$ cat src/rtl/frame_sync_pkg.sv
// rtl/frame_sync_pkg.sv - shared state encodings and width helper for the frame synchroniser
// Contents:
//   STATE_W  width of the FSM state / state_o
//   state_t  ST_HUNT=00, ST_VERIFY=01, ST_LOCKED=10
//   clog2    ceil(log2(v)) for sizing counters
package frame_sync_pkg;

    localparam int STATE_W = 2;

    typedef enum logic [STATE_W-1:0] {
        ST_HUNT   = 2'b00,
        ST_VERIFY = 2'b01,
        ST_LOCKED = 2'b10
    } state_t;

    function automatic int clog2(input int v);
        int r;
        int x;
        r = 0;
        x = v - 1;
        while (x > 0) begin
            r = r + 1;
            x = x >> 1;
        end
        return r;
    endfunction

endpackage

$ cat src/rtl/frame_sync_ctrl_if.sv
// rtl/frame_sync_ctrl_if.sv - serial input / parallel payload bundle of the frame synchroniser
// Signals:
//   din_valid, din               serial bit in, sampled only when din_valid=1
//   payload_valid, payload_data  1-cycle pulse with a complete payload, first bit in MSB
// Modports: master = line side / consumer, slave = frame_sync_ctrl
interface frame_sync_ctrl_if #(
    parameter int PAYLOAD_LEN = 8
);
    logic                   din_valid;
    logic                   din;
    logic                   payload_valid;
    logic [PAYLOAD_LEN-1:0] payload_data;

    modport master (
        output din_valid,
        output din,
        input  payload_valid,
        input  payload_data
    );

    modport slave (
        input  din_valid,
        input  din,
        output payload_valid,
        output payload_data
    );
endinterface

$ cat src/rtl/sync_pattern_matcher.sv
// rtl/sync_pattern_matcher.sv - sync-word shift register and compare
// Ports:
//   clk, rst_n        clock, async active-low reset
//   enable, din_valid shift only when both are 1
//   din               serial bit
//   match             1 when the window including this bit equals SYNC_PATTERN (valid bits only)
//   window            shift-register contents including the current bit
module sync_pattern_matcher #(
    parameter int                SYNC_W       = 4,
    parameter logic [SYNC_W-1:0] SYNC_PATTERN = 4'b1101
) (
    input  logic              clk,
    input  logic              rst_n,
    input  logic              enable,
    input  logic              din_valid,
    input  logic              din,
    output logic              match,
    output logic [SYNC_W-1:0] window
);

    logic [SYNC_W-1:0] sr_q;

    // The compare looks at the window as it will be after this bit, so the
    // controller can react on the same edge that samples the last sync bit.
    assign window = {sr_q[SYNC_W-2:0], din};
    assign match  = enable && din_valid && (window == SYNC_PATTERN);

    always_ff @(posedge clk or negedge rst_n) begin
        if (!rst_n) begin
            sr_q <= '0;
        end else if (enable && din_valid) begin
            sr_q <= window;
        end
    end

endmodule

$ cat src/rtl/frame_sync_ctrl.sv
// rtl/frame_sync_ctrl.sv - serial frame synchroniser: hunt, verify, lock, payload delivery
// Ports:
//   clk, rst_n   clock, async active-low reset
//   enable       0 forces HUNT and clears counters and pulses
//   bus          slave side of frame_sync_ctrl_if (din/din_valid in, payload out)
//   frame_start  pulse: sync word accepted
//   locked       1 while in LOCKED
//   sync_err     pulse: bad sync slot in VERIFY or LOCKED
//   state_o      00 HUNT, 01 VERIFY, 10 LOCKED
module frame_sync_ctrl
    import frame_sync_pkg::*;
#(
    parameter int                SYNC_W       = 4,
    parameter logic [SYNC_W-1:0] SYNC_PATTERN = 4'b1101,
    parameter int                PAYLOAD_LEN  = 8,
    parameter int                LOCK_CNT     = 2,
    parameter int                MISS_MAX     = 2
) (
    input  logic               clk,
    input  logic               rst_n,
    input  logic               enable,
    frame_sync_ctrl_if.slave   bus,
    output logic               frame_start,
    output logic               locked,
    output logic               sync_err,
    output logic [STATE_W-1:0] state_o
);

    localparam int FRAME_LEN = SYNC_W + PAYLOAD_LEN;
    localparam int CNT_W     = clog2(FRAME_LEN);
    localparam int GOOD_W    = clog2(LOCK_CNT + 1);
    localparam int MISS_W    = clog2(MISS_MAX + 1);

    state_t                 state_q, state_d;
    logic [CNT_W-1:0]       cnt_q, cnt_d;
    logic [GOOD_W-1:0]      good_q, good_d;
    logic [MISS_W-1:0]      miss_q, miss_d;
    logic [PAYLOAD_LEN-1:0] psr_q, psr_d;
    logic [PAYLOAD_LEN-1:0] pdata_q, pdata_d;
    logic                   fs_q, fs_d;
    logic                   pv_q, pv_d;
    logic                   se_q, se_d;

    logic                   match;
    logic [SYNC_W-1:0]      window;
    logic                   slot_ok;
    logic                   slot_end;
    logic                   in_payload;
    logic                   last_pay;
    logic [PAYLOAD_LEN-1:0] pay_next;
    logic [GOOD_W-1:0]      good_inc;
    logic [MISS_W-1:0]      miss_inc;

    sync_pattern_matcher #(
        .SYNC_W       (SYNC_W),
        .SYNC_PATTERN (SYNC_PATTERN)
    ) u_matcher (
        .clk       (clk),
        .rst_n     (rst_n),
        .enable    (enable),
        .din_valid (bus.din_valid),
        .din       (bus.din),
        .match     (match),
        .window    (window)
    );

    // Slot checks are only evaluated inside the valid-bit branch below, so
    // the raw window compare is sufficient there.
    assign slot_ok    = (window == SYNC_PATTERN);
    assign slot_end   = (cnt_q == CNT_W'(FRAME_LEN - 1));
    assign in_payload = (cnt_q < CNT_W'(PAYLOAD_LEN));
    assign last_pay   = (cnt_q == CNT_W'(PAYLOAD_LEN - 1));
    // Shift form works for PAYLOAD_LEN=1 as well as wider payloads.
    assign pay_next   = (psr_q << 1) | PAYLOAD_LEN'(bus.din);
    assign good_inc   = good_q + GOOD_W'(1);
    assign miss_inc   = miss_q + MISS_W'(1);

    always_ff @(posedge clk or negedge rst_n) begin
        if (!rst_n) begin
            state_q <= ST_HUNT;
            cnt_q   <= '0;
            good_q  <= '0;
            miss_q  <= '0;
            psr_q   <= '0;
            pdata_q <= '0;
            fs_q    <= 1'b0;
            pv_q    <= 1'b0;
            se_q    <= 1'b0;
        end else begin
            state_q <= state_d;
            cnt_q   <= cnt_d;
            good_q  <= good_d;
            miss_q  <= miss_d;
            psr_q   <= psr_d;
            pdata_q <= pdata_d;
            fs_q    <= fs_d;
            pv_q    <= pv_d;
            se_q    <= se_d;
        end
    end

    always_comb begin
        state_d = state_q;
        cnt_d   = cnt_q;
        good_d  = good_q;
        miss_d  = miss_q;
        psr_d   = psr_q;
        pdata_d = pdata_q;
        fs_d    = 1'b0;
        pv_d    = 1'b0;
        se_d    = 1'b0;

        if (!enable) begin
            state_d = ST_HUNT;
            cnt_d   = '0;
            good_d  = '0;
            miss_d  = '0;
        end else if (bus.din_valid) begin
            cnt_d = slot_end ? '0 : cnt_q + CNT_W'(1);

            // Payload bits are collected on the current frame grid in every
            // state, but only published once the frame is locked.
            if (in_payload) begin
                psr_d = pay_next;
                if (last_pay && state_q == ST_LOCKED) begin
                    pdata_d = pay_next;
                    pv_d    = 1'b1;
                end
            end

            case (state_q)
                ST_HUNT: begin
                    if (match) begin
                        fs_d   = 1'b1;
                        cnt_d  = '0;
                        good_d = GOOD_W'(1);
                        miss_d = '0;
                        state_d = (LOCK_CNT <= 1) ? ST_LOCKED : ST_VERIFY;
                    end
                end
                ST_VERIFY: begin
                    if (slot_end) begin
                        if (slot_ok) begin
                            fs_d   = 1'b1;
                            good_d = good_inc;
                            if (good_inc == GOOD_W'(LOCK_CNT)) begin
                                state_d = ST_LOCKED;
                                miss_d  = '0;
                            end
                        end else begin
                            se_d    = 1'b1;
                            good_d  = '0;
                            state_d = ST_HUNT;
                        end
                    end
                end
                ST_LOCKED: begin
                    if (slot_end) begin
                        if (slot_ok) begin
                            fs_d   = 1'b1;
                            miss_d = '0;
                        end else begin
                            se_d   = 1'b1;
                            miss_d = miss_inc;
                            if (miss_inc == MISS_W'(MISS_MAX)) begin
                                state_d = ST_HUNT;
                                miss_d  = '0;
                                good_d  = '0;
                            end
                        end
                    end
                end
                default: begin
                    state_d = ST_HUNT;
                end
            endcase
        end
    end

    assign frame_start       = fs_q;
    assign sync_err          = se_q;
    assign locked            = (state_q == ST_LOCKED);
    assign state_o           = state_q;
    assign bus.payload_valid = pv_q;
    assign bus.payload_data  = pdata_q;

endmodule

$ cat src/flat_wrapper.sv
// flat-port wrapper written by rule: the top's interface ports become plain ports
module frame_sync_ctrl_flat import frame_sync_pkg::*;
#(
    parameter int                SYNC_W       = 4,
    parameter logic [SYNC_W-1:0] SYNC_PATTERN = 4'b1101,
    parameter int                PAYLOAD_LEN  = 8,
    parameter int                LOCK_CNT     = 2,
    parameter int                MISS_MAX     = 2
)
  (clk, rst_n, enable, frame_start, locked, sync_err, state_o, bus_din_valid, bus_din, bus_payload_valid, bus_payload_data);
  frame_sync_ctrl_if #(.PAYLOAD_LEN(PAYLOAD_LEN)) bus_i ();
  input  logic clk;
  input  logic rst_n;
  input  logic enable;
  output logic frame_start;
  output logic locked;
  output logic sync_err;
  output logic [STATE_W-1:0] state_o;
  input wire logic [$bits(bus_i.din_valid)-1:0] bus_din_valid;
  input wire logic [$bits(bus_i.din)-1:0] bus_din;
  output wire logic [$bits(bus_i.payload_valid)-1:0] bus_payload_valid;
  output wire logic [$bits(bus_i.payload_data)-1:0] bus_payload_data;
  assign bus_i.din_valid = bus_din_valid;
  assign bus_i.din = bus_din;
  assign bus_payload_valid = bus_i.payload_valid;
  assign bus_payload_data = bus_i.payload_data;
  frame_sync_ctrl #(.SYNC_W(SYNC_W), .SYNC_PATTERN(SYNC_PATTERN), .PAYLOAD_LEN(PAYLOAD_LEN), .LOCK_CNT(LOCK_CNT), .MISS_MAX(MISS_MAX)) u_core (.clk(clk), .rst_n(rst_n), .enable(enable), .bus(bus_i), .frame_start(frame_start), .locked(locked), .sync_err(sync_err), .state_o(state_o));
endmodule
$ cat config.mk
export PLATFORM = sky130hd
export DESIGN_NAME = frame_sync_ctrl_flat
export DESIGN_NICKNAME = d
export VERILOG_FILES = /design/src/rtl/frame_sync_pkg.sv /design/src/rtl/frame_sync_ctrl_if.sv /design/src/rtl/sync_pattern_matcher.sv /design/src/rtl/frame_sync_ctrl.sv /design/src/flat_wrapper.sv
export SDC_FILE = /design/constraint.sdc
export NUM_CORES = 1
export LEC_CHECK = 0
export ABC_CLOCK_PERIOD_IN_PS = 5750
export BUFFER_PORTS_ARGS = -buffer_cell sky130_fd_sc_hd__clkbuf_2
export CELL_PAD_IN_SITES_DETAIL_PLACEMENT = 0
export CELL_PAD_IN_SITES_GLOBAL_PLACEMENT = 1
export CORE_UTILIZATION = 45
export CTS_CLUSTER_SIZE = 40
export DETAILED_ROUTE_END_ITERATION = 8
export PLACE_DENSITY_LB_ADDON = 0.1
export RECOVER_POWER = 50
export SETUP_SLACK_MARGIN = 0.15
export SYNTH_ARGS = -nofsm -noshare
export SYNTH_HDL_FRONTEND = slang
export SYNTH_SLANG_ARGS = --single-unit
export TNS_END_PERCENT = 30
$ cat constraint.sdc
create_clock -name clk -period 5.75 [get_ports clk]
set_input_delay 0.2875 -clock clk [delete_from_list [all_inputs] [get_ports clk]]
set_output_delay 0.2875 -clock clk [all_outputs]
set_load 0.02 [all_outputs]
After elaboration in Yosys (flattened, before gate mapping)
Cells that the tools add are included.
{"block": "totals", "regBits": 31, "output_inout_bits": 14, "word_cells": 87}
{"block": "classes", "addsub": 3, "n_lt_le_gt_ge": 1, "n_eq_ne": 17, "muxes": 45, "bitwise_logic": 1, "reduce_logical": 10}
{"cell": "$mux W2", "n": 22}
{"cell": "$reduce_and A7 Y1", "n": 3}
{"cell": "$mux W4", "n": 5}
{"cell": "$ne A3 B2 Y1 const B", "n": 6}
{"cell": "$pmux W2 S3", "n": 3}
{"cell": "$mux W1", "n": 14}
{"cell": "$eq A4 B4 Y1 const B", "n": 2}
{"cell": "$or A8 B1 Y8", "n": 1}
{"cell": "$eq A2 B2 Y1 const B", "n": 3}
{"cell": "$add A2 B1 Y2 const B", "n": 2}
{"cell": "$add A4 B1 Y4 const B", "n": 1}
{"cell": "$eq A4 B3 Y1 const B", "n": 1}
{"cell": "$lt A4 B4 Y1 const B", "n": 1}
{"cell": "$ne A4 B1 Y1 const B", "n": 1}
{"cell": "$ne A4 B4 Y1 const B", "n": 1}
{"cell": "$reduce_and A4 Y1", "n": 1}
{"cell": "$logic_and A1 B1 Y1", "n": 3}
{"cell": "$ne A3 B3 Y1 const B", "n": 1}
{"cell": "$reduce_and A3 Y1", "n": 1}
{"cell": "$eq A2 B1 Y1 const B", "n": 1}
{"cell": "$logic_not A2 Y1", "n": 1}
{"cell": "$ne A2 B1 Y1 const B", "n": 1}
{"cell": "$pmux W1 S2", "n": 1}
{"cell": "$reduce_or A2 Y1", "n": 1}

Depth between registers and ports, before layout
{"block": "depth", "depth_word": 8, "mapped_depth": 7, "mapped_depth_nobuf": 7}

Cells and area by module
Synthesis repeated with hierarchy kept, for this count alone.
{"block": "unflattened", "hier_cells": 123, "hier_area_um2": 1526.5}
{"mod": "frame_sync_ctrl", "n_inst": 1, "cells_per_inst": 113, "area_each_um2": 1391.3, "seq_area_each_um2": 700.7}
{"mod": "sync_pattern_matcher", "n_inst": 1, "cells_per_inst": 10, "area_each_um2": 135.1, "seq_area_each_um2": 75.1}

Least setup slack after synthesis
Ideal clock, no wire load.
{"block": "synth_timing", "kind": "flip-flop to flip-flop", "from": "register u_core.state_q[0] (netlist: u_core.state_o[0])", "to": "register u_core.miss_q[0]", "setup_time_ps": 125, "arrival_ps": 1963, "t_required_ps": 5625, "path_slack_ps": 3663, "stages_incl_launch_ff": 8, "path_cell_list": "dfrtp_1 > inv_1 > ha_1 > inv_1 > o21ai_0 > a211o_1 > nor3_1 > mux2_2"}
{"block": "synth_via", "elab_chain_len": 4}
{"item": "start: declaration", "line_no": "frame_sync_ctrl.sv:34", "source": "state_t state_q, state_d;"}
{"item": "start signal: assignment", "line_no": "frame_sync_ctrl.sv:90", "source": "state_q <= state_d;"}
{"item": "$eq A2 B2 Y1 (*)"}
{"item": "via locked", "line_no": "flat_wrapper.sv:16", "source": "output logic locked;"}
{"item": "$pmux W2 S3", "line_no": "frame_sync_ctrl.sv:131", "source": "case (state_q)"}
{"item": "$mux W2", "line_no": "frame_sync_ctrl.sv:118", "source": "end else if (bus.din_valid) begin"}
{"item": "$mux W2", "line_no": "frame_sync_ctrl.sv:113", "source": "if (!enable) begin"}
{"item": "end signal: assignment", "line_no": "frame_sync_ctrl.sv:93", "source": "miss_q <= miss_d;"}
{"item": "end: declaration", "line_no": "frame_sync_ctrl.sv:37", "source": "logic [MISS_W-1:0] miss_q, miss_d;"}
The timed path passes the listed nets; every way through them passes the cells marked *. The select of a mux whose other input is x is not followed.
A chain may end at the register's enable or synchronous reset.

Final worst setup path
{"block": "layout_timing", "from": "register u_core.cnt_q[0]", "to": "register u_core.miss_q[0]"}
{"block": "layout_via", "elab_chain_len": 3}
{"item": "start: declaration", "line_no": "frame_sync_ctrl.sv:35", "source": "logic [CNT_W-1:0] cnt_q, cnt_d;"}
{"item": "start signal: assignment", "line_no": "frame_sync_ctrl.sv:91", "source": "cnt_q <= cnt_d;"}
{"item": "$eq A4 B4 Y1 (*)", "line_no": "frame_sync_ctrl.sv:70", "source": "assign slot_end = (cnt_q == CNT_W'(FRAME_LEN - 1));"}
{"item": "$ne A3 B2 Y1 (no line)"}
{"item": "$reduce_and A7 Y1 (no line) (*)"}
Every way passes the cells marked *; elsewhere a longest branch is shown, timed or not.

==> flow_summary_export.csv <==
group,metric,value,unit
status,status,"complete, but fails checks",
status,violations,"capacitance limit, slew limit",
synthesis,syn_area,1480,µm²
synthesis,synthArstFlopShare,100,%
routing,firstDrtPassIters,4,
pwr,p_sw,204,µW
sta,setup_viol,0,
floorplan,dieWidth,59.4,µm
pwr,p_per_area,355,nW/µm²
pwr,pwr-share-clk,20.8,%
setup_path,critPathArrivalTime,2300,ps
pwr,p_comb_share,30.9,%
floorplan,core,3080,µm²
sta,fin_skew,6.51,ps
routing,wl_per_cell,13.7,µm
floorplan,die_h,59.4,µm
sta,max_freq,481,MHz
final_layout,fin_nets,158,
synthesis,synthCells,124,
sta,min_period,2080,ps
routing,vias,1001,
synthesis,synth.distinct_cells,36,
setup_path,path_cells,"ha_1, and3b_1, o21ai_0, a211o_1, nor3_1, mux2_2",
sta,slew_violations,32,
grt,grt.total_usage,18.4,%
synthesis,synth_edf_count,0,
synthesis,yosysMostFrequentCell,"dfrtp_1",
synthesis,ys_ff_latch,31,
routing,final_antenna_net_count,0,
synthesis,yosys-top-cells-area,"dfrtp_1, mux2_2, ha_1, nand2_1, nor2_1",
floorplan,initial_utilization,48.1,%
synthesis,yosysTopAreaCell,"dfrtp_1",
sta,whs,235,ps
pwr,cell_internal_pwr,384,µW
sta,rsz0062_at_grt,"no",
setup_path,cp.required,5970,ps
final_layout,antenna_cells,0,
floorplan,dieArea,3530,µm²
sta,timing.final.ws_setup,3670,ps
clocking,cts_tree,"done",
grt,grt_pass1_wl,4600,µm
job,max_cap_viol_count,1,
hold_path,hold_class,"input pin to flip-flop",
clocking,post_cts_buffers,0,
floorplan,top_level_ports,19,
pwr,p_seq_share,48.2,%
synthesis,synth.top_cell.area_share,52.4,%
sta,max-slew-margin-rel,-9.03,%
grt,grt_start_max_net_pins,32,
clocking,ctsHtreeMaxLevel,2,
setup_path,crit_family,"simple AND/OR/NAND/NOR gates",
synthesis,synth_flop_cell,"dfrtp_1",
routing,drt-initial-drc-count,35,
setup_path,critical_path_class,"flip-flop to flip-flop",
final_layout,drive_gt1_share,28.6,%
setup_path,start_kind,"flip-flop",
pwr,swShare,34.7,%
routing,viasPerCell,5.24,
synthesis,yosys_warnings,0,
setup_path,path_buf_inv,0,
synthesis,avgSynthCellArea,11.9,µm²
pwr,power,588,µW
pwr,peakVddDrop,222,µV
synthesis,synth-seq-area-share,52.4,%
placed_design,routabilityCongestion,0.755,
setup_path,crit_path_max_fanout,7,
pwr,power.leakage,0.000781,µW
sta,tightest_slew,1640,ps
setup_path,cpPeakStageDelay,410,ps
clocking,cts-root-buf,"clkbuf_4",
setup_path,critPathSlowestCell,"dfrtp_1",
grt,antenna_found_initial,0,
clocking,clk_path_buf_depth,2,
clocking,postCtsHoldBufs,0,
routing,route.detailed.drc,0,
placed_design,hpwl,1860,µm
routing,routed_wirelength,2620,µm
placed_design,numPortBuffers,18,
synthesis,syn_nets,136,
clocking,cts_resized,0,
grt,grt_pass1_vias,982,
clocking,cts.sinks,31,
clocking,worstSkewPairLatency,330,ps
grt,gr-total-overflow,0,
floorplan,row_count,20,
synthesis,synth_common_cells,"dfrtp_1, mux2_2, nand2_1, ha_1, nor2_1",
clocking,cts_inserted_buffers,5,
sta,tns,0,ps
clocking,path_clk_slew,100,ps
setup_path,end_kind,"flip-flop",
sta,hold_violations,0,
placed_design,place_ws,3690,ps
final_layout,area_growth,11.8,%
sta,post-route-period-util,36.1,%
-- layout make-up --
| class | instances | area [µm²] |
|---|---|---|
| Multi-Input combinational cell | 85 | 671 |
| Sequential cell | 31 | 776 |
| Tap cell | 44 | 55.1 |
| Fill cell | 291 | 1420 |
| Clock inverter | 2 | 12.5 |
| Inverter | 5 | 18.8 |
| Timing Repair Buffer | 18 | 82.6 |
| Clock buffer | 6 | 41.3 |
-- power groups by stage --
| stage | Combinational, µW | Sequential, µW | Clock (µW) |
|---|---|---|---|
| floorplan | 134 | 287 | 0 |
| global placement | 182 | 286 | 0 |
| detailed placement | 182 | 289 | 0 |
| CTS | 183 | 285 | 129 |
| global route | 206 | 290 | 137 |
| finish | 182 | 283 | 122 |
-- cells in the final DEF, fill, tap and decap left out, drive strengths merged, types with 2 or more instances in the layout --
cell / netlist / routed
mux2: 19 / 19
nand3: 4 / 4
nor3: 5 / 5
nor4bb: 2 / 2
nor2b: 2 / 2
clkbuf: 1 / 24
nand2: 10 / 10
a22oi: 2 / 2
or3b: 2 / 2
a21oi: 2 / 2
o21a: 2 / 2
inv: 5 / 5
nand2b: 2 / 2
mux2i: 2 / 2
a21boi: 2 / 2
o21ai: 3 / 3
nor2: 8 / 8
ha: 7 / 7
dfrtp: 31 / 31
-- registers in the layout, indices dropped and copies added (netlist names), 2 cells and up --
register / flops
u_core.bus.payload_data: 8
u_core.cnt_q: 4
u_core.good_q: 2
u_core.miss_q: 2
u_core.psr_q: 7
u_core.state_o: 2
u_core.u_matcher.sr_q: 3
-- kinds of logic (layout without fill, tap and decap cells) --
| family | after synthesis | count (layout) | share of synthesized area, % |
|---|---|---|---|
| DFF | 31 | 31 | 52.4 |
| AOI/OAI and AO/OA | 16 | 16 | 7.85 |
| xor gates and xnor gates | 1 | 1 | 0.591 |
| adders and majority gates | 7 | 7 | 5.91 |
| and+or+nand+nor | 40 | 40 | 15.1 |
| muxes | 21 | 21 | 15.8 |
| buffers and inverters | 8 | 31 | 2.36 |
-- per-layer routing --
metal	GRT usage, %	vias to the layer above	part of all wire [%]
met5	0	-	0
met4	10.2	0	2.0
met3	5.90	6	4.9
met2	26.5	25	47
met1	24.3	487	46
li1	-	483	-
-- path summary, 6_finish.rpt --
kind,start,to,slack (ps),depth (start not counted)
setup / recovery,u_core.cnt_q[0],u_core.miss_q[0],3670,6
hold / removal,bus_din,u_core.bus.payload_data[0],230,2
setup reg to reg,u_core.cnt_q[0],u_core.miss_q[0],3670,6
hold reg to reg,u_core.u_matcher.sr_q[2],u_core.u_matcher.sr_q[2],510,1
max in group asynchronous,rst_n,u_core.sync_err,4440,1
min in group asynchronous,rst_n,u_core.cnt_q[2],360,1
-- metrics by stage --
stage          std cells  area (µm²)  utilization [%]
2_1_floorplan        124        1480                -
3_3_place_gp         183        1610             52.3
3_5_place_dp         183        1610             52.3
4_1_cts              191        1660             54.1
5_1_grt              191        1660             53.8
6_report             191        1660             53.8
-- worst register-to-register path, delay by kind of cell (launching register included) --
family	cells	cell delay (ps)
AO/OA/AOI/OAI	2	480
adder cells (fa/ha/maj)	1	240
flip-flops	1	410
multiplexers	1	350
AND/OR/NAND/NOR	2	500
No activity file was read; power rests on OpenSTA's default activity.
